===== src/rtl/dm_pkg.sv =====
// Shared constants, FSM state encoding and the load-data extension helper
// for the DataMemo access controller.
package dm_pkg;

    localparam logic [1:0] SIZE_WORD = 2'b00;
    localparam logic [1:0] SIZE_HALF = 2'b01;
    localparam logic [1:0] SIZE_BYTE = 2'b10;
    localparam logic [1:0] SIZE_ILL  = 2'b11;

    typedef enum logic [1:0] {
        IDLE  = 2'd0,
        WRITE = 2'd1,
        READ  = 2'd2,
        RESP  = 2'd3
    } state_e;

    // DataMemo returns the addressed item right-justified; only the upper bits need filling.
    function automatic logic [31:0] ld_extend(input logic [31:0] data,
                                              input logic [1:0]  size,
                                              input logic        uns);
        logic [31:0] res;
        case (size)
            SIZE_BYTE: res = uns ? {24'h0, data[7:0]}  : {{24{data[7]}},  data[7:0]};
            SIZE_HALF: res = uns ? {16'h0, data[15:0]} : {{16{data[15]}}, data[15:0]};
            SIZE_WORD: res = data;
            default:   res = 32'h0;
        endcase
        return res;
    endfunction

endpackage


===== src/rtl/dm_access_ctrl_if.sv =====
// Request/response handshake between the MEM stage (master) and the
// DataMemo access controller (slave).
interface dm_access_ctrl_if;

    logic        req_valid;
    logic        req_ready;
    logic        req_we;
    logic [1:0]  req_size;
    logic        req_unsigned;
    logic [31:0] req_addr;
    logic [31:0] req_wdata;
    logic        rsp_valid;
    logic        rsp_ready;
    logic [31:0] rsp_rdata;
    logic        rsp_err;

    modport master (
        output req_valid, req_we, req_size, req_unsigned, req_addr, req_wdata, rsp_ready,
        input  req_ready, rsp_valid, rsp_rdata, rsp_err
    );

    modport slave (
        input  req_valid, req_we, req_size, req_unsigned, req_addr, req_wdata, rsp_ready,
        output req_ready, rsp_valid, rsp_rdata, rsp_err
    );

endinterface


===== src/rtl/dm_sat_counter.sv =====
// Event counter that sticks at all-ones instead of wrapping.
module dm_sat_counter #(
    parameter int CNT_W = 16
) (
    input  logic             clk,
    input  logic             rst_n,
    input  logic             inc_i,
    output logic [CNT_W-1:0] cnt_o
);

    logic [CNT_W-1:0] cnt_q;

    always_ff @(posedge clk or negedge rst_n) begin
        if (!rst_n) begin
            cnt_q <= '0;
        end else if (inc_i && (cnt_q != '1)) begin
            cnt_q <= cnt_q + 1'b1;
        end
    end

    assign cnt_o = cnt_q;

endmodule


===== src/rtl/dm_access_ctrl.sv =====
// Load/store controller between the MEM stage and DataMemo: alignment/range
// checking, single-cycle store strobe, load extension and debug counters.
//
// state | meaning
// IDLE  | ready for a request; dm_we low, other dm_* hold last values
// WRITE | one cycle with dm_we high; store commits at the closing edge
// READ  | dm_addr/dm_mode held READ_LAT cycles, dm_dout sampled on the last edge
// RESP  | response presented until the consumer takes it
module dm_access_ctrl
    import dm_pkg::*;
#(
    parameter int AW       = 12,
    parameter int READ_LAT = 1,
    parameter int CNT_W    = 16
) (
    input  logic             clk,
    input  logic             RST,
    dm_access_ctrl_if.slave  bus,
    output logic [AW-1:0]    dm_addr,
    output logic [31:0]      dm_din,
    output logic             dm_we,
    output logic [1:0]       dm_mode,
    input  logic [31:0]      dm_dout,
    output logic [CNT_W-1:0] cnt_load,
    output logic [CNT_W-1:0] cnt_store,
    output logic [CNT_W-1:0] cnt_fault
);

    localparam int LW = (READ_LAT > 1) ? $clog2(READ_LAT) : 1;

    state_e          state_q,  state_d;
    logic [AW-1:0]   addr_q,   addr_d;
    logic [31:0]     din_q,    din_d;
    logic [1:0]      mode_q,   mode_d;
    logic            uns_q,    uns_d;
    logic            we_q,     we_d;
    logic [LW-1:0]   lat_q,    lat_d;
    logic [31:0]     rdata_q,  rdata_d;
    logic            err_q,    err_d;
    logic            ready_q,  ready_d;
    logic            inc_load, inc_store, inc_fault;
    logic            fault;

    assign fault = (bus.req_size == SIZE_ILL)
                 | ((bus.req_size == SIZE_HALF) &  bus.req_addr[0])
                 | ((bus.req_size == SIZE_WORD) & (|bus.req_addr[1:0]))
                 | (|(bus.req_addr >> AW));

    always_comb begin
        state_d   = state_q;
        addr_d    = addr_q;
        din_d     = din_q;
        mode_d    = mode_q;
        uns_d     = uns_q;
        we_d      = 1'b0;
        lat_d     = lat_q;
        rdata_d   = rdata_q;
        err_d     = err_q;
        inc_load  = 1'b0;
        inc_store = 1'b0;
        inc_fault = 1'b0;
        case (state_q)
            IDLE: begin
                if (bus.req_valid && ready_q) begin
                    rdata_d = 32'h0;
                    if (fault) begin
                        // Faulting requests never touch DataMemo, not even its address.
                        state_d   = RESP;
                        err_d     = 1'b1;
                        inc_fault = 1'b1;
                    end else begin
                        err_d  = 1'b0;
                        addr_d = bus.req_addr[AW-1:0];
                        din_d  = bus.req_wdata;
                        mode_d = bus.req_size;
                        uns_d  = bus.req_unsigned;
                        if (bus.req_we) begin
                            state_d = WRITE;
                            we_d    = 1'b1;
                        end else begin
                            state_d = READ;
                            lat_d   = LW'(READ_LAT - 1);
                        end
                    end
                end
            end
            WRITE: begin
                inc_store = 1'b1;
                state_d   = RESP;
            end
            READ: begin
                if (lat_q == '0) begin
                    rdata_d  = ld_extend(dm_dout, mode_q, uns_q);
                    inc_load = 1'b1;
                    state_d  = RESP;
                end else begin
                    lat_d = lat_q - 1'b1;
                end
            end
            RESP: begin
                if (bus.rsp_ready) begin
                    state_d = IDLE;
                end
            end
            default: state_d = IDLE;
        endcase
        ready_d = (state_d == IDLE);
    end

    always_ff @(posedge clk or negedge RST) begin
        if (!RST) begin
            state_q <= IDLE;
            addr_q  <= '0;
            din_q   <= '0;
            mode_q  <= '0;
            uns_q   <= 1'b0;
            we_q    <= 1'b0;
            lat_q   <= '0;
            rdata_q <= '0;
            err_q   <= 1'b0;
            ready_q <= 1'b0;
        end else begin
            state_q <= state_d;
            addr_q  <= addr_d;
            din_q   <= din_d;
            mode_q  <= mode_d;
            uns_q   <= uns_d;
            we_q    <= we_d;
            lat_q   <= lat_d;
            rdata_q <= rdata_d;
            err_q   <= err_d;
            ready_q <= ready_d;
        end
    end

    assign bus.req_ready = ready_q;
    assign bus.rsp_valid = (state_q == RESP);
    assign bus.rsp_rdata = rdata_q;
    assign bus.rsp_err   = err_q;

    assign dm_addr = addr_q;
    assign dm_din  = din_q;
    assign dm_we   = we_q;
    assign dm_mode = mode_q;

    dm_sat_counter #(.CNT_W(CNT_W)) u_cnt_load (
        .clk   (clk),
        .rst_n (RST),
        .inc_i (inc_load),
        .cnt_o (cnt_load)
    );

    dm_sat_counter #(.CNT_W(CNT_W)) u_cnt_store (
        .clk   (clk),
        .rst_n (RST),
        .inc_i (inc_store),
        .cnt_o (cnt_store)
    );

    dm_sat_counter #(.CNT_W(CNT_W)) u_cnt_fault (
        .clk   (clk),
        .rst_n (RST),
        .inc_i (inc_fault),
        .cnt_o (cnt_fault)
    );

endmodule

===== src/flat_wrapper.sv =====
// flat-port wrapper written by rule: the top's interface ports become plain ports
module dm_access_ctrl_flat import dm_pkg::*;
#(
    parameter int AW       = 12,
    parameter int READ_LAT = 1,
    parameter int CNT_W    = 16
)
  (clk, RST, dm_addr, dm_din, dm_we, dm_mode, dm_dout, cnt_load, cnt_store, cnt_fault, bus_req_valid, bus_req_we, bus_req_size, bus_req_unsigned, bus_req_addr, bus_req_wdata, bus_rsp_ready, bus_req_ready, bus_rsp_valid, bus_rsp_rdata, bus_rsp_err);
  dm_access_ctrl_if bus_i ();
  input  logic clk;
  input  logic RST;
  output logic [AW-1:0] dm_addr;
  output logic [31:0] dm_din;
  output logic dm_we;
  output logic [1:0] dm_mode;
  input  logic [31:0] dm_dout;
  output logic [CNT_W-1:0] cnt_load;
  output logic [CNT_W-1:0] cnt_store;
  output logic [CNT_W-1:0] cnt_fault;
  input wire logic [$bits(bus_i.req_valid)-1:0] bus_req_valid;
  input wire logic [$bits(bus_i.req_we)-1:0] bus_req_we;
  input wire logic [$bits(bus_i.req_size)-1:0] bus_req_size;
  input wire logic [$bits(bus_i.req_unsigned)-1:0] bus_req_unsigned;
  input wire logic [$bits(bus_i.req_addr)-1:0] bus_req_addr;
  input wire logic [$bits(bus_i.req_wdata)-1:0] bus_req_wdata;
  input wire logic [$bits(bus_i.rsp_ready)-1:0] bus_rsp_ready;
  output wire logic [$bits(bus_i.req_ready)-1:0] bus_req_ready;
  output wire logic [$bits(bus_i.rsp_valid)-1:0] bus_rsp_valid;
  output wire logic [$bits(bus_i.rsp_rdata)-1:0] bus_rsp_rdata;
  output wire logic [$bits(bus_i.rsp_err)-1:0] bus_rsp_err;
  assign bus_i.req_valid = bus_req_valid;
  assign bus_i.req_we = bus_req_we;
  assign bus_i.req_size = bus_req_size;
  assign bus_i.req_unsigned = bus_req_unsigned;
  assign bus_i.req_addr = bus_req_addr;
  assign bus_i.req_wdata = bus_req_wdata;
  assign bus_i.rsp_ready = bus_rsp_ready;
  assign bus_req_ready = bus_i.req_ready;
  assign bus_rsp_valid = bus_i.rsp_valid;
  assign bus_rsp_rdata = bus_i.rsp_rdata;
  assign bus_rsp_err = bus_i.rsp_err;
  dm_access_ctrl #(.AW(AW), .READ_LAT(READ_LAT), .CNT_W(CNT_W)) u_core (.clk(clk), .RST(RST), .bus(bus_i), .dm_addr(dm_addr), .dm_din(dm_din), .dm_we(dm_we), .dm_mode(dm_mode), .dm_dout(dm_dout), .cnt_load(cnt_load), .cnt_store(cnt_store), .cnt_fault(cnt_fault));
endmodule

===== config.mk =====
export PLATFORM = sky130hd
export DESIGN_NAME = dm_access_ctrl_flat
export DESIGN_NICKNAME = d
export VERILOG_FILES = /design/src/rtl/dm_pkg.sv /design/src/rtl/dm_access_ctrl_if.sv /design/src/rtl/dm_sat_counter.sv /design/src/rtl/dm_access_ctrl.sv /design/src/flat_wrapper.sv
export SDC_FILE = /design/constraint.sdc
export NUM_CORES = 1
export LEC_CHECK = 0
export CAP_MARGIN = 20
export CORE_UTILIZATION = 41
export DETAILED_ROUTE_END_ITERATION = 6
export GPL_TIMING_DRIVEN = 0
export PLACE_DENSITY = 0.76
export SYNTH_ARGS = -nofsm -noshare
export SYNTH_HDL_FRONTEND = slang
export SYNTH_HIERARCHICAL = 1
export SYNTH_SLANG_ARGS = --single-unit

===== constraint.sdc =====
create_clock -name clk -period 3.88 [get_ports clk]
set_input_delay 0.776 -clock clk [delete_from_list [all_inputs] [get_ports clk]]
set_output_delay 0.776 -clock clk [all_outputs]
set_load 0.02 [all_outputs]

==> results by group, run 1 <==
Status
  • Status: complete, no violations

Synth
  • Top cells by area, synth: dfrtp_1, mux2_2, a21oi_1
  • Synth Register Bits: between 100 and 150
  • Post-synth ARST share: 100%
  • Register area share after synthesis: between 50% and 60%
  • Area share of the largest cell type after synthesis: a little under three fifths
  • Adder-cell share of the synthesized area: 0.631%
  • Synth Net Count: ~600
  • Main combinational cell family by area after synthesis: simple AND/OR/NAND/NOR gates
  • Synth Area in Simple Gates: approximately 18%
  • Post-Synthesis Cells: between 400 and 500
  • Synthesized cell area: 5950 µm²
  • Yosys warning count: 6
  • Yosys cell types: between 40 and 50
  • XOR/XNOR Fraction of Synth Area: ~3%
  • Post-synthesis compound-gate area fraction: 11.6%
  • Synth Flop Type: dfrtp_1
  • EDFF count, synth: 0
  • Post-synthesis mux area share: around a tenth
  • Mapped Avg Cell Area: about 12 µm²
  • Synth area leader: dfrtp_1

Pwr
  • Peak VDD IR: roughly 260 µV
  • Cell Pwr Density: 552 nW/µm²
  • Tot Pwr: roughly 5100 µW
  • Lkg Pwr: 0.00396 µW

Route
  • Total routed wirelength: roughly 16000 µm
  • Drt wl/cell: between 15 and 20 µm
  • DR iter-0 viols: about 340
  • Drt via density: between 5 and 6
  • DRC viols: 0
  • Vias: 5029
  • Routed Antenna Nets: 0
  • First-pass iteration count of the detailed router: 5

Timing
  • Crit path time final: around 2900 ps
  • Measured slew at the worst slew-check pin: 801 ps
  • # setup viols final: 0
  • Count of final hold-check violations: 0
  • Setup_tns: 0 ps
  • Setup WS post-layout: slightly below 1000 ps
  • Final slew viol count: 0
  • Clock skew: approximately 7.4 ps
  • Unrepaired setup endpoints after global routing: false
  • Max-slew headroom: 46.5%
  • Peak Freq: roughly 340 MHz
  • Period utilization: 75.2%

Global routing
  • First-pass GRT wire length: about 25000 µm
  • GR Overflow Total: 0
  • Number of global-route vias before repair: 5084
  • Initial antenna violation count: 0
  • Gr usage total: 21.9%
  • Pin count of the biggest net entering global routing: between 70 and 80

Critical path
  • CP max FO: 5
  • Reg-to-Reg Start: u_core/state_q[1]$_DFF_PN0_
  • Reg2reg end: u_core/u_cnt_load/cnt_o[10]$_DFFE_PN0P_
  • Crit-path slowest cell: nor4_1
  • Critical path class: primary input to flip-flop
  • Worst reg2reg path depth: 5
  • Worst EP required: 4160 ps
  • Startpoint type of the worst setup path: primary input
  • Slowest stage delay, CP: around 550 ps
  • Most common cell on crit path: a31oi_1
  • Crit path DAT: 3190 ps
  • Register-to-register setup slack: ~1800 ps
  • Crit path capture type: flip-flop
  • Critical-path cell list: clkdlybuf4s50_1, nor4_1, nand3_1, nor3_1, nor2_1, and3_1, and4_2, a31oi_1, a31oi_1

Layout
  • Ratio of cells with drive above 1 in the final layout: 14.7%
  • Area delta synth->final: 54.0%
  • Antenna Cells: 0
  • Non-Filler Instances: 929
  • Finished Core Util: roughly two thirds
  • Fin nets: 843

CTS
  • CTS clk-pin slew, worst paths: ~60 ps
  • # resized after CTS: 0
  • H-tree depth: 4
  • Total CTS buffers: 17
  • CTS root buffer: clkbuf_16
  • CTS Sinks: ~130
  • Max clock buf depth: 2
  • Cts hold-fix bufs: 0
  • Clock Latency Late Sink: approximately 410 ps
  • Post CTS Setup Buffer Count: 0
  • CTS tree: done

Floorplanning
  • Area of the die: roughly 15000 µm²
  • Height of the chip: roughly 120 µm
  • Die X: approximately 120 µm
  • Core Box Area: 14000 µm²
  • Placement Rows: between 40 and 50
  • Initial Util: between 40% and 50%
  • Num ports: about 230

Placed design
  • DP Worst Slack: roughly 570 ps
  • Placed cells: roughly 900
  • IO buf count: ~230
  • Routability-driven placement congestion ratio: just over 0.8
  • Detailed Place HPWL: around 12000 µm

Run
  • Max cap viols: 0

Hold path
  • Hold Crit Class: primary input to async pin
-- stage by stage --
stage	hold WS, ps	instance area (µm²)
final	411	9170
after global routing	463	9170
after CTS	426	9170
after detailed placement	472	8540
after global placement	466	8510
after floorplan	480	5950
-- Yosys cell counts, drive strengths merged (6+ instances only) --
cell type,n
a21oi,36
a22o,8
a31oi,9
and3,6
and4,9
clkbuf,8
dfrtp,132
mux2,50
nand2,42
nand3,19
nand4,31
nor2,15
nor4,14
o21a,15
o21ai,29
xnor2,15
xor2,6
-- layout make-up --
cell class,instances,area (µm²)
clock inverter,10,153
clock buffer,22,474
fill,1065,4880
inverter,2,7.51
buffer,13,75.1
multi-input combinational,336,2570
timing repair buffer,234,2360
sequential,132,3300
tap,180,225
-- routing by layer --
layer  global-route usage [%]  part of all wire, %
met2                     36.8                   49
met5                        0                    0
met1                     26.1                   41
met3                     7.16                  8.3
met4                     7.70                  1.7
-- flip-flops by register name (all words and copies together) (netlist names), 2 cells and up --
register and flops:
u_core/u_cnt_store/cnt_o 16, u_core/dm_addr 12, u_core/state_q 2, u_core/u_cnt_load/cnt_o 16
u_core/u_cnt_fault/cnt_o 16, u_core/dm_mode 2, u_core/dm_din 32, u_core/bus.rsp_rdata 32
-- worst max path at each step --
stage | from | end
finish | bus_req_addr[28] | u_core/u_cnt_fault/cnt_o[7]$_DFFE_PN0P_
global route | bus_req_size[0] | u_core/u_cnt_fault/cnt_o[14]$_DFFE_PN0P_
CTS | bus_req_addr[28] | u_core/dm_din[30]$_DFFE_PN0P_
detailed placement | bus_req_addr[28] | u_core/dm_din[30]$_DFFE_PN0P_
global placement | RST | u_core/dm_din[6]$_DFFE_PN0P_
floorplan | bus_req_size[0] | u_core/u_cnt_fault/cnt_o[5]$_DFFE_PN0P_
-- critical path, delay by kind of cell --
family,cells,cell delay (ps)
and+or+nand+nor,6,1760
AOI/OAI and AO/OA,2,210
buffers and inverters,1,430
-- logic make-up (layout without fill, tap and decap cells) --
kind of cell / Yosys count / count (layout)
DFF: 132 / 132
xor gates and xnor gates: 21 / 21
muxes: 50 / 50
AOI/OAI and AO/OA: 108 / 108
buffers and inverters: 15 / 281
adders and majority gates: 3 / 3
and+or+nand+nor: 154 / 154
-- layout by cell type (no fill, tap or decap), drive strengths merged, types with 2 or more instances in the layout --
| cell type | netlist | final |
|---|---|---|
| mux2 | 50 | 50 |
| a22o | 8 | 8 |
| xnor2 | 15 | 15 |
| buf | 5 | 7 |
| a31oi | 9 | 9 |
| ha | 3 | 3 |
| nand3b | 2 | 2 |
| nand2 | 42 | 42 |
| and4b | 3 | 3 |
| clkbuf | 8 | 30 |
| nand3 | 19 | 19 |
| nor4 | 14 | 14 |
| xor2 | 6 | 6 |
| bufinv | 0 | 4 |
| a21oi | 36 | 36 |
| o31ai | 4 | 4 |
| nor2 | 15 | 15 |
| and4 | 9 | 9 |
| nand4 | 31 | 31 |
| and3 | 6 | 6 |
| o21ai | 29 | 29 |
| a32oi | 3 | 3 |
| nor3 | 4 | 4 |
| clkinv | 1 | 6 |
| o211ai | 3 | 3 |
| o21a | 15 | 15 |
| clkdlybuf4s50 | 0 | 232 |
| and2 | 4 | 4 |
| dfrtp | 132 | 132 |
| nor2b | 3 | 3 |
-- report_power, final --
group          internal [µW]  switching [µW]  total [µW]  leakage [µW]
logic                    719             795        1510       0.00188
clock network           1120             568        1690      0.000310
registers               1630             227        1860       0.00176
total                   3470            1590        5060       0.00396
(Power assumes the default switching activity.)
==> run 2: changes to the inputs <==
==> constraint.sdc (replaced) <==
create_clock -name clk -period 2.7 [get_ports clk]
set_input_delay 0.54 -clock clk [delete_from_list [all_inputs] [get_ports clk]]
set_output_delay 0.54 -clock clk [all_outputs]
set_load 0.02 [all_outputs]
==> results by group, run 2 (synthesis results as in run 1) <==
Critical path
  • Crit-path slowest cell: nor4_1
  • CP max FO: 5
  • Critical path class: primary input to flip-flop
  • Critical-path cell list: clkdlybuf4s50_1, nor4_1, nand3_1, nor3_1, nor2_1, and3_1, and4_2, a31oi_1, a31oi_1
  • Startpoint type of the worst setup path: primary input
  • Crit path DAT: approximately 2800 ps
  • Worst EP required: 2980 ps
  • Crit path capture type: flip-flop
  • Slowest stage delay, CP: about 440 ps
  • Reg-to-Reg Start: u_core/state_q[1]$_DFF_PN0_
  • Reg2reg end: u_core/u_cnt_load/cnt_o[10]$_DFFE_PN0P_
  • Register-to-register setup slack: around 600 ps
  • Worst reg2reg path depth: 5
  • Most common cell on crit path: a31oi_1

Global routing
  • First-pass GRT wire length: about 25000 µm
  • Pin count of the biggest net entering global routing: 79
  • GR Overflow Total: 0
  • Gr usage total: roughly 22%
  • Number of global-route vias before repair: around 5100
  • Initial antenna violation count: 0

Pwr
  • Total internal power: 4990 µW
  • Sw frac: 31.4%
  • Peak VDD IR: 365 µV
  • Power share of the clock group: approximately a third
  • Cell Pwr Density: approximately 790 nW/µm²
  • Switching power: 2280 µW
  • Lkg Pwr: slightly below 0.004 µW
  • Sequential Power Share: 36.7%
  • Gate power share: a little under a third

Layout
  • Antenna Cells: 0
  • Non-Filler Instances: 929
  • Area delta synth->final: 54.2%
  • Fin nets: roughly 840
  • Commonest non-fill, non-tap cell in the layout: clkdlybuf4s50_1
  • Most frequent cells in the layout: clkdlybuf4s50_1, dfrtp_1, nand2_1
  • Ratio of cells with drive above 1 in the final layout: about 15%

Timing
  • Peak Freq: around 400 MHz
  • Final slew viol count: 0
  • Count of final hold-check violations: 0
  • Unrepaired setup endpoints after global routing: false
  • # setup viols final: 0
  • Final hold slack: between 150 and 200 ps
  • Measured slew at the worst slew-check pin: roughly 800 ps
  • Clock skew: roughly 10 ps
  • Max-slew headroom: between 40% and 50%
  • Period utilization: between 90 and 100%
  • Crit path time final: roughly 2500 ps

CTS
  • CTS Sinks: approximately 130
  • H-tree depth: 4
  • Total CTS buffers: 17
  • Post CTS Setup Buffer Count: 0
  • Clock Latency Late Sink: 410 ps
  • Cts hold-fix bufs: 0
  • # resized after CTS: 0
  • CTS root buffer: clkbuf_16
  • CTS tree: done
  • CTS clk-pin slew, worst paths: 60 ps
  • Max clock buf depth: 2

Route
  • Drt via density: 5.35
  • First-pass iteration count of the detailed router: 4
  • DRC viols: 0
  • Vias: between 4000 and 5000
  • Routed Antenna Nets: 0
  • Drt wl/cell: approximately 17 µm
  • Total routed wirelength: ~16000 µm
  • DR iter-0 viols: 362

Floorplanning
  • Core Box Area: 14000 µm²
  • Area of the die: 15000 µm²
  • Initial Util: 42.4%
  • Height of the chip: 122 µm
  • Num ports: between 200 and 250
  • Placement Rows: 43
  • Die X: between 100 and 150 µm

Run
  • Max cap viols: 0

Status
  • Status: complete, no violations

Hold path
  • Hold Crit Class: primary input to async pin

Placed design
  • Placed cells: roughly 900
  • Detailed Place HPWL: 12000 µm
  • Routability-driven placement congestion ratio: 0.816
  • IO buf count: approximately 230
-- run 2: power by group through the flow --
stage,Clock [µW],Combinational (µW),Sequential (µW)
6_report,2420,2180,2670
5_1_grt,2560,2350,2720
4_1_cts,2470,2200,2670
3_5_place_dp,0,2180,2700
3_3_place_gp,0,2130,2680
2_1_floorplan,0,659,3060
-- run 2: how the worst max path moves through the flow --
stage                      from                                        to  slack [ps]  cells after the start
2_1_floorplan   bus_req_size[0]   u_core/u_cnt_fault/cnt_o[5]$_DFFE_PN0P_         540                      8
3_3_place_gp                RST             u_core/dm_addr[2]$_DFFE_PN0P_       -4050                      1
3_5_place_dp   bus_req_addr[28]             u_core/dm_din[30]$_DFFE_PN0P_        -370                      7
4_1_cts        bus_req_addr[28]             u_core/dm_din[30]$_DFFE_PN0P_          50                      7
5_1_grt         bus_req_size[0]  u_core/u_cnt_fault/cnt_o[14]$_DFFE_PN0P_          70                      9
6_report       bus_req_addr[25]   u_core/u_cnt_fault/cnt_o[7]$_DFFE_PN0P_         190                      9
-- run 2: stage by stage --
step	total power [µW]	utilization (%)	area (µm²)	TNS, ps	worst slack (ps)
2_1_floorplan	3720	-	5950	0	537
4_1_cts	7350	65.3	9170	0	53.8
6_report	7270	65.3	9180	0	193
5_1_grt	7630	65.3	9180	0	67.3
3_5_place_dp	4880	60.8	8540	-14850	-370
3_3_place_gp	4810	60.6	8510	-547120	-4050
-- run 2: cell type report --
type	count	area, µm²
Fill cell	1064	4870
Sequential cell	132	3300
Multi-Input combinational cell	336	2580
Timing Repair Buffer	234	2360
Clock buffer	22	474
Tap cell	180	225
Clock inverter	10	153
Buffer	13	75.1
Inverter	2	7.51
-- run 2: critical path, delay by kind of cell --
kind | cells | cell delay [ps]
AOI/OAI and AO/OA | 2 | 210
buffers and inverters | 1 | 400
and+or+nand+nor | 6 | 1620
-- run 2: routing by layer --
metal / part of all wire (%) / track usage (%) / routed length [µm] / vias up
met4: 1.3 / 7.70 / 214 / 0
li1: - / - / - / 2318
met2: 50 / 36.8 / 7970 / 188
met1: 41 / 26.1 / 6650 / 2454
met5: 0 / 0 / 0 / -
met3: 7.5 / 7.16 / 1200 / 14
==> run 3: changes to the inputs <==
--- a/config.mk
+++ b/config.mk
@@ -6,9 +6,10 @@
 export NUM_CORES = 1
 export LEC_CHECK = 0
 export CAP_MARGIN = 20
+export CORE_MARGIN = 8
 export CORE_UTILIZATION = 41
 export DETAILED_ROUTE_END_ITERATION = 6
-export GPL_TIMING_DRIVEN = 0
+export GPL_ROUTABILITY_DRIVEN = 0
 export PLACE_DENSITY = 0.76
 export SYNTH_ARGS = -nofsm -noshare
 export SYNTH_HDL_FRONTEND = slang
==> results by group, run 3 (synthesis results as in run 1) <==
Status
  • Status: complete, no violations

Timing
  • Measured slew at the worst slew-check pin: ~970 ps
  • Peak Freq: between 400 and 500 MHz
  • Final slew viol count: 0
  • Max-slew headroom: 35.3%
  • Unrepaired setup endpoints after global routing: false
  • Period utilization: 92.4%
  • Crit path time final: 2500 ps
  • Count of final hold-check violations: 0
  • # setup viols final: 0
  • Clock skew: 13.0 ps

Critical path
  • Worst EP required: between 2000 and 3000 ps
  • Startpoint type of the worst setup path: primary input
  • Most common cell on crit path: a31oi_1
  • Critical-path cell list: clkdlybuf4s50_1, nor4_1, nand3_1, nor3_1, nor2_1, buf_4, and3_1, and4_2, a31oi_1, a31oi_1
  • Critical path class: primary input to flip-flop
  • Crit path capture type: flip-flop
  • Register-to-register setup slack: roughly 670 ps
  • Crit-path slowest cell: nor4_1
  • Crit path DAT: 2780 ps
  • CP max FO: 5
  • Slowest stage delay, CP: 540 ps

Layout
  • Non-Filler Instances: around 930
  • Fin nets: approximately 840
  • Multi-input gate area: between 2000 and 3000 µm²
  • Most frequent cells in the layout: clkdlybuf4s50_1, dfrtp_1, nand2_1
  • Ratio of cells with drive above 1 in the final layout: roughly 16%
  • Antenna Cells: 0
  • Storage cell area: roughly 3300 µm²
  • Post-Layout Inst Area: roughly 9000 µm²
  • Commonest non-fill, non-tap cell in the layout: clkdlybuf4s50_1
  • FILL cells: 1113
  • Finished Core Util: roughly 64%
  • Area delta synth->final: 54.3%

Route
  • DRC viols: 0
  • Total length of routed met3 wires: roughly 1900 µm
  • First-pass iteration count of the detailed router: 5
  • Total routed wirelength: about 17000 µm
  • Routed Antenna Nets: 0
  • Top sig layer: met4
  • Post-Route M1 WL: roughly 6800 µm
  • Drt via density: around 5.4
  • Drt wl/cell: 18.8 µm
  • Vias: ~5000
  • Met2 WL: about 8300 µm
  • DR iter-0 viols: 276

Placed design
  • Placed cell areas: ~8600 µm²
  • Detailed Place HPWL: about 13000 µm
  • Placed cells: roughly 900
  • IO buf count: 233

Global routing
  • Number of global-route vias before repair: ~5200
  • Pin count of the biggest net entering global routing: 76
  • Initial antenna violation count: 0
  • First-pass GRT wire length: approximately 28000 µm
  • GR Overflow Total: 0
  • Gr usage total: about a fifth

CTS
  • H-tree depth: 4
  • # resized after CTS: 0
  • Total CTS buffers: 17
  • CTS tree: done
  • Clock Latency Late Sink: approximately 400 ps
  • Cts hold-fix bufs: 0
  • Max clock buf depth: 2
  • CTS root buffer: clkbuf_16
  • Post CTS Setup Buffer Count: 0
  • CTS Sinks: about 130
  • CTS clk-pin slew, worst paths: 60 ps

Floorplanning
  • Placement Rows: 44
  • Die X: about 140 µm
  • Core Box Area: roughly 14000 µm²
  • Area of the die: between 15000 and 20000 µm²
  • Height of the chip: 136 µm
  • Initial Util: between 40% and 50%
  • Num ports: ~230

Pwr
  • Peak VDD IR: 386 µV
  • Lkg Pwr: slightly below 0.004 µW
  • Cell Pwr Density: 792 nW/µm²
  • Tot Pwr: 7270 µW

Run
  • Max cap viols: 0

Hold path
  • Hold Crit Class: primary input to async pin
## run 3: cell types whose count changed in the layout (fill, tap and decap cells not counted), sizes merged
cell | before | now
buf | 7 | 13
bufinv | 4 | 3
clkbuf | 30 | 25
clkinv | 6 | 3
clkinvlp | 1 | 2
## run 3: critical path, delay by kind of cell
| kind | cells | cell delay, ps |
|---|---|---|
| simple gates | 6 | 1440 |
| compound gates | 2 | 230 |
| buf+inv | 2 | 570 |
## run 3: report_power, final
part	internal (µW)	leakage [µW]	switching (µW)
Sequential	2340	0.00176	343
Clock	1580	0.000300	818
Combinational	1030	0.00190	1160
## run 3: through the flow
stage / hold slack (ps) / TNS [ps] / setup WS (ps)
floorplan: 244 / 0 / 537
global placement: 462 / -5.08 / -5.08
detailed placement: 470 / -5600 / -135
CTS: 184 / 0 / 301
global route: 208 / 0 / 183
finish: 160 / 0 / 205
## run 3: path summary, 6_finish.rpt
kind	from	end	depth (start not counted)
setup / recovery	bus_req_addr[25]	u_core/u_cnt_fault/cnt_o[7]$_DFFE_PN0P_	10
hold / removal	RST	u_core/u_cnt_store/cnt_o[8]$_DFFE_PN0P_	1
setup reg to reg	u_core/state_q[1]$_DFF_PN0_	u_core/bus.rsp_rdata[23]$_DFFE_PN0P_	3
hold reg to reg	u_core/bus.rsp_rdata[18]$_DFFE_PN0P_	u_core/bus.rsp_rdata[18]$_DFFE_PN0P_	2
max in group asynchronous	RST	u_core/bus.rsp_rdata[6]$_DFFE_PN0P_	2
min in group clk	u_core/bus.rsp_rdata[18]$_DFFE_PN0P_	u_core/bus.rsp_rdata[18]$_DFFE_PN0P_	2
## run 3: area by class of cell
| type | instances | share of cell area [%] |
|---|---|---|
| multi-input cells | 336 | 28.0 |
| clock inverters | 7 | 1.29 |
| well taps | 184 | 2.51 |
| inverters | 2 | 0.0817 |
| repair buffers | 245 | 26.7 |
| flip-flops and latches | 132 | 36.0 |
| clock buffers | 25 | 5.50 |
## run 3: per-layer routing
layer	up-vias	global-route usage (%)
li1	2324	-
met4	0	7.75
met3	25	7.87
met5	-	0
met1	2447	21.7
met2	230	30.5
